`src/rtl/tl_scratchpad_responder.sv`:
```
// TileLink-UL/UH manager endpoint backed by a 64-bit-wide scratchpad.
// One transaction in flight; Get/Put single and multi-beat, denied otherwise.
module tl_scratchpad_responder #(
    parameter int DEPTH_WORDS = 32,
    parameter int MAX_SIZE    = 6,
    parameter int SINK_ID     = 0
) (
    input  logic        clock,
    input  logic        reset,
    input  logic        io_a_valid,
    output logic        io_a_ready,
    input  logic [2:0]  io_a_bits_opcode,
    input  logic [2:0]  io_a_bits_param,
    input  logic [3:0]  io_a_bits_size,
    input  logic [4:0]  io_a_bits_source,
    input  logic [31:0] io_a_bits_address,
    input  logic [7:0]  io_a_bits_mask,
    input  logic [63:0] io_a_bits_data,
    input  logic        io_a_bits_corrupt,
    output logic        io_d_valid,
    input  logic        io_d_ready,
    output logic [2:0]  io_d_bits_opcode,
    output logic [1:0]  io_d_bits_param,
    output logic [3:0]  io_d_bits_size,
    output logic [4:0]  io_d_bits_source,
    output logic [2:0]  io_d_bits_sink,
    output logic        io_d_bits_denied,
    output logic [63:0] io_d_bits_data,
    output logic        io_d_bits_corrupt
);

    localparam int AW = $clog2(DEPTH_WORDS);
    localparam logic [3:0] MAX_SZ = 4'(MAX_SIZE);
    localparam logic [2:0] SINK = 3'(SINK_ID);

    localparam logic [2:0] OP_PUT_FULL = 3'd0;
    localparam logic [2:0] OP_PUT_PART = 3'd1;
    localparam logic [2:0] OP_ARITH    = 3'd2;
    localparam logic [2:0] OP_LOGIC    = 3'd3;
    localparam logic [2:0] OP_GET      = 3'd4;
    localparam logic [2:0] OP_HINT     = 3'd5;

    localparam logic [2:0] D_ACK      = 3'd0;
    localparam logic [2:0] D_ACK_DATA = 3'd1;
    localparam logic [2:0] D_HINT_ACK = 3'd2;

    typedef enum logic [1:0] {
        IDLE,
        WRITE,
        RESP_DATA,
        RESP_ACK
    } state_t;

    state_t          state;
    logic [2:0]      beat;
    logic [2:0]      last;
    logic [AW-1:0]   base;
    logic            denied;
    logic            a_ready;
    logic            d_valid;
    logic [2:0]      d_opcode;
    logic [3:0]      d_size;
    logic [4:0]      d_source;
    logic            d_denied;
    logic            d_corrupt;

    logic [63:0]     mem [DEPTH_WORDS];

    logic            a_fire;
    logic            d_fire;
    logic            a_denied;
    logic [AW-1:0]   a_idx;
    logic [2:0]      a_last;
    logic            a_is_write;
    logic [AW-1:0]   rd_idx;
    logic            wr_en;
    logic [AW-1:0]   wr_idx;
    logic            unused_ok;

    // Index of the last beat (beats - 1) for a given log2 transfer size.
    function automatic logic [2:0] last_beat(input logic [3:0] sz);
        if (sz <= 4'd3) begin
            return 3'd0;
        end else if (sz == 4'd4) begin
            return 3'd1;
        end else if (sz == 4'd5) begin
            return 3'd3;
        end else begin
            return 3'd7;
        end
    endfunction

    assign a_fire     = io_a_valid & a_ready;
    assign d_fire     = d_valid & io_d_ready;
    assign a_idx      = io_a_bits_address[AW+2:3];
    assign a_last     = last_beat(io_a_bits_size);
    assign a_is_write = ~io_a_bits_opcode[2];
    assign rd_idx     = base + AW'(beat);
    assign unused_ok  = ^{io_a_bits_param, io_a_bits_address[2:0]};

    // Request legality: address range, size limit and supported opcodes.
    always_comb begin
        a_denied = 1'b0;
        if (|io_a_bits_address[31:AW+3]) begin
            a_denied = 1'b1;
        end
        if (io_a_bits_size > MAX_SZ) begin
            a_denied = 1'b1;
        end
        unique case (io_a_bits_opcode)
            OP_ARITH, OP_LOGIC, 3'd6, 3'd7: a_denied = 1'b1;
            default: ;
        endcase
    end

    // Scratchpad write port: first beat from IDLE, later beats from WRITE.
    always_comb begin
        wr_en  = 1'b0;
        wr_idx = a_idx;
        if (a_fire && !io_a_bits_corrupt) begin
            if (state == IDLE) begin
                wr_en = a_is_write & ~a_denied;
            end else if (state == WRITE) begin
                wr_en  = ~denied;
                wr_idx = base + AW'(beat);
            end
        end
    end

    // Byte-masked scratchpad storage; contents are not reset.
    always_ff @(posedge clock) begin
        if (wr_en) begin
            for (int i = 0; i < 8; i++) begin
                if (io_a_bits_mask[i]) begin
                    mem[wr_idx][8*i +: 8] <= io_a_bits_data[8*i +: 8];
                end
            end
        end
    end

    // Transaction FSM with registered handshake and D header outputs.
    always_ff @(posedge clock or negedge reset) begin
        if (!reset) begin
            state     <= IDLE;
            beat      <= 3'd0;
            last      <= 3'd0;
            base      <= '0;
            denied    <= 1'b0;
            a_ready   <= 1'b1;
            d_valid   <= 1'b0;
            d_opcode  <= 3'd0;
            d_size    <= 4'd0;
            d_source  <= 5'd0;
            d_denied  <= 1'b0;
            d_corrupt <= 1'b0;
        end else begin
            unique case (state)
                IDLE: begin
                    if (a_fire) begin
                        base     <= a_idx;
                        last     <= a_last;
                        denied   <= a_denied;
                        beat     <= 3'd0;
                        d_size   <= io_a_bits_size;
                        d_source <= io_a_bits_source;
                        d_denied <= a_denied;
                        unique case (io_a_bits_opcode)
                            OP_PUT_FULL, OP_PUT_PART,
                            OP_ARITH, OP_LOGIC: begin
                                d_opcode  <= D_ACK;
                                d_corrupt <= 1'b0;
                                if (a_last == 3'd0) begin
                                    state   <= RESP_ACK;
                                    a_ready <= 1'b0;
                                    d_valid <= 1'b1;
                                end else begin
                                    state <= WRITE;
                                    beat  <= 3'd1;
                                end
                            end
                            OP_HINT: begin
                                state     <= RESP_ACK;
                                a_ready   <= 1'b0;
                                d_valid   <= 1'b1;
                                d_opcode  <= D_HINT_ACK;
                                d_corrupt <= 1'b0;
                            end
                            default: begin
                                state     <= RESP_DATA;
                                a_ready   <= 1'b0;
                                d_valid   <= 1'b1;
                                d_opcode  <= D_ACK_DATA;
                                d_corrupt <= a_denied;
                            end
                        endcase
                    end
                end
                WRITE: begin
                    if (a_fire) begin
                        beat <= beat + 3'd1;
                        if (beat == last) begin
                            state   <= RESP_ACK;
                            a_ready <= 1'b0;
                            d_valid <= 1'b1;
                        end
                    end
                end
                RESP_DATA: begin
                    if (d_fire) begin
                        if (beat == last) begin
                            state     <= IDLE;
                            beat      <= 3'd0;
                            a_ready   <= 1'b1;
                            d_valid   <= 1'b0;
                            d_opcode  <= 3'd0;
                            d_size    <= 4'd0;
                            d_source  <= 5'd0;
                            d_denied  <= 1'b0;
                            d_corrupt <= 1'b0;
                        end else begin
                            beat <= beat + 3'd1;
                        end
                    end
                end
                RESP_ACK: begin
                    if (d_fire) begin
                        state     <= IDLE;
                        beat      <= 3'd0;
                        a_ready   <= 1'b1;
                        d_valid   <= 1'b0;
                        d_opcode  <= 3'd0;
                        d_size    <= 4'd0;
                        d_source  <= 5'd0;
                        d_denied  <= 1'b0;
                        d_corrupt <= 1'b0;
                    end
                end
                default: begin
                    state   <= IDLE;
                    a_ready <= 1'b1;
                    d_valid <= 1'b0;
                end
            endcase
        end
    end

    assign io_a_ready        = a_ready;
    assign io_d_valid        = d_valid;
    assign io_d_bits_opcode  = d_opcode;
    assign io_d_bits_param   = 2'd0;
    assign io_d_bits_size    = d_size;
    assign io_d_bits_source  = d_source;
    assign io_d_bits_sink    = SINK;
    assign io_d_bits_denied  = d_denied;
    assign io_d_bits_corrupt = d_corrupt;
    assign io_d_bits_data    = (state == RESP_DATA && !denied) ? mem[rd_idx] : 64'd0;

endmodule

```
`config.mk`:
```
export PLATFORM = sky130hd
export DESIGN_NAME = tl_scratchpad_responder
export DESIGN_NICKNAME = d
export VERILOG_FILES = /design/src/rtl/tl_scratchpad_responder.sv
export SDC_FILE = /design/constraint.sdc
export NUM_CORES = 2
export LEC_CHECK = 0
export CORE_ASPECT_RATIO = 0.5
export CORE_UTILIZATION = 30
export DETAILED_ROUTE_END_ITERATION = 16
export PLACE_DENSITY_LB_ADDON = 0.2
export SYNTH_ARGS = -nofsm -noshare
export SYNTH_HDL_FRONTEND = slang
export SYNTH_SLANG_ARGS = --single-unit
export TNS_END_PERCENT = 5
```
`constraint.sdc`:
```
create_clock -name clock -period 4.7 [get_ports clock]
set_clock_uncertainty 0.1 [all_clocks]
set_input_delay 0.705 -clock clock [delete_from_list [all_inputs] [get_ports clock]]
set_output_delay 0.705 -clock clock [all_outputs]
set_load 0.05 [all_outputs]
```
==> summary.md <==
| Metric | Value |
|---|---|
| Synthesis-to-layout area growth | 19.9% |
| Die W | 747 um |
| Vias per inst | around 5 |
| Pin count of the biggest net entering global routing | just over 80 |
| Die area | about 280000 um^2 |
| Distinct cells, synth | 54 |
| Vias in the first global route | 45200 |
| Clock Path Buffers | 4 |
| Synth Instances | 4231 |
| Top Metal Used | met5 |
| Synth warn | 0 |
| Sequential share of power | between 50% and 60% |
| Sw power | 7.38 mW |
| Final setup vio count | 63 |
| PnR worst setup slack | -368 ps |
| CTS root buf | clkbuf_16 |
| Critical Path Fanout Max | 66 |
| Failing checks | setup timing |
| Area contributors post-synth | edfxtp_1, mux4_2, o211ai_1, a21boi_0, and3_1 |
| Post-synth top cells | edfxtp_1, mux4_2, nor2_1, and3_1, o211ai_1 |
| Reg2Reg Depth | 10 |
| Port Buffers | 196 |
| Overall routing resource usage | 16.2% |
| DRT Pass-1 Iters | 5 |
| DR vias | 43600 |
| Post-synth EDFFs | ~2000 |
| Min cycle time layout | 5070 ps |
| Initial Util | 30.2% |
| Status | finished with violations |
| Sequential area share after synthesis | 74.7% |
| # clock sinks | 2077 |
| CTS clock-pin slew for the worst setup and hold paths | 60 ps |
| Total Wirelength | 231000 um |
| WP data arrival | 4260 ps |
| Async S/R FF share, synth | 1.40% |
| Drt wl/cell | 26.7 um |
| Area leader, netlist | edfxtp_1 |
| Gate power share | under 10% |
| H-tree Lvls | 4 |
| Worst-Skew Late Latency | around 800 ps |
| Reg2reg setup slack | approximately 520 ps |
| Initial antenna violation count | 13 |
| WL met3 | 18200 um |
| HPWL Detailed | 146000 um |
| PwrDens | 366 nW/um^2 |
| Switching part of the total | a little over 20% |
| Max frequency | 0.197 GHz |
| CTS buffer count | 205 |
| Nets | 4984 |
| Reg2reg end | mem[12][61] |
| Max-cap viol count | 0 |
| Row count | 136 |
| Layout Cells excl Fill | 8678 |
| Required time of the critical path | just under 4000 ps |
| Core area | 275000 um^2 |
| Final hold slack | around 210 ps |
| Num ports | 209 |
| Startpoint types | register |
| Slew Limit Fails | 0 |
| Max-slew headroom | 11.7% |
| Placed insts | ~8300 |
| DRC Markers | 0 |
| Post-Route M1 WL | 96900 um |
| Unrepaired setup endpoints after global routing | yes |
| Critical setup path kind | reg -> out |
| Routed length on met2 | 111000 um |
| CTS tree | built |
| Mapped cell area | 83300 um^2 |
| Total negative slack | -14060 ps |
| Final period util | 108% |
| Synthesized area per cell | 19.7 um^2 |
| Main flop type after synthesis | edfxtp_1 |
| Hold Fails Final Rpt | 0 |
| Internal power | 29.2 mW |
| First DRT Iteration DRCs | 4237 |
| Peak supply drop | 0.277 mV |
| Worst Setup End Kind | output pin |
| Grt total ovfl | 0 |
| Most frequent cell after synthesis | edfxtp_1 |
| Die Ht | 375 um |
| Final Wtd Congestion | slightly below 0.8 |
| Hold Crit Class | in -> async |
| Worst slew pin tran | 1320 ps |
| Layout cell share with drive strength beyond 1 | ~29% |
| Synth top area share | about three quarters |
| Clk pwr share | 42.8% |
| Wire length of the first global-routing pass | 329000 um |
| Synth Register Bits | 2077 |
| Routed Antenna Nets | 0 |
| Overall Power | 36.5 mW |
| R2R Path Start | beat[0] |
| DP Worst Slack | 266 ps |
| Leak | 31.6 nW |
| Fill count | 25400 |
## flip-flops by register name (all words and copies together), names as in the netlist, 2 cells and up
signal            flops
base                  5
io_d_bits_opcode      2
io_d_bits_size        4
beat                  3
mem                2048
last                  3
state                 2
io_d_bits_source      5
## cell usage in the layout (no fill, tap or decap), types with 13 or more instances in the layout
cell type,instances
clkdlybuf4s50_1,132
edfxtp_1,2048
buf_12,47
a21boi_0,235
clkbuf_16,210
dfrtp_1,27
and3_1,243
nor2_1,286
nand2_1,44
clkbuf_1,47
buf_4,517
clkinv_2,31
a21boi_1,17
nand3_1,13
mux4_2,512
o21ai_0,19
clkinv_1,57
o211ai_1,252
buf_6,30
a31oi_2,16
nand4_1,66
## power by group through the flow
stage	clock network (mW)	logic [mW]	registers [mW]
global route	16.7	0.599	20.3
finish	15.6	0.559	20.3
floorplan	0	0.0416	20.7
detailed placement	0	0.572	20.7
CTS	16.1	0.570	20.3
global placement	0	0.544	20.7
## through the flow
step | utilization [%] | cell area [um^2]
after global routing | 36.3 | 99800
final | 36.3 | 99800
after detailed placement | 33.8 | 93000
after floorplan | - | 83300
after CTS | 36.1 | 99400
after global placement | 33.8 | 93000
## worst max-delay path by stage
stage | startpoint | endpoint | depth (start not counted)
global placement | beat[0] | io_d_bits_data[14] | 9
detailed placement | beat[0] | io_d_bits_data[4] | 9
floorplan | beat[0] | io_d_bits_data[62] | 9
finish | beat[0] | io_d_bits_data[46] | 9
CTS | beat[0] | io_d_bits_data[28] | 9
global route | beat[0] | io_d_bits_data[28] | 10
## logic make-up (layout without fill, tap and decap cells)
logic type / count (synthesis) / after routing / synth area share (%)
buffers and inverters: 331 / 1109 / 1.64
other: 1 / 13 / 0.00450
adder cells (fa/ha/maj): 5 / 5 / 0.0842
multiplexers: 519 / 519 / 13.9
AND/OR/NAND/NOR: 707 / 707 / 4.32
AO/OA/AOI/OAI: 580 / 580 / 5.16
XOR/XNOR: 11 / 11 / 0.116
flip-flops: 2077 / 2077 / 74.7
## final cells by class
type | instances | area [um^2] | share of cell area [%]
antenna | 7 | 17.5 | 0.0175
timing repair buffer | 739 | 6800 | 6.81
inverter | 4 | 15.0 | 0.0150
sequential | 2077 | 62200 | 62.3
clock buffer | 255 | 5380 | 5.39
clock inverter | 111 | 806 | 0.807
multi-input combinational | 1828 | 20000 | 20.0
tap | 3657 | 4580 | 4.58
## metal layers
layer | global-route usage [%] | vias to the layer above
li1 | - | 18800
met1 | 21.7 | 23200
met2 | 26.5 | 1266
met3 | 4.09 | 273
met4 | 3.57 | 4
met5 | 0 | -
## worst max-delay path, stage by stage, from the launching register on
cell and delay (ps):
dfrtp_2 440, ha_4 170, fa_4 810, buf_12 200, buf_16 310, mux4_2 380, a21boi_0 160, o211ai_1 350
nand4_1 250, buf_4 260
## what timing repair did
action,4_1_cts,5_1_grt
endpoints found under the setup margin,64,64
buffers inserted,3,15
hold buffers,0,0
resized for setup,28,60
gates cloned,2,2
pin swaps,34,34
(Power assumes the default switching activity.)
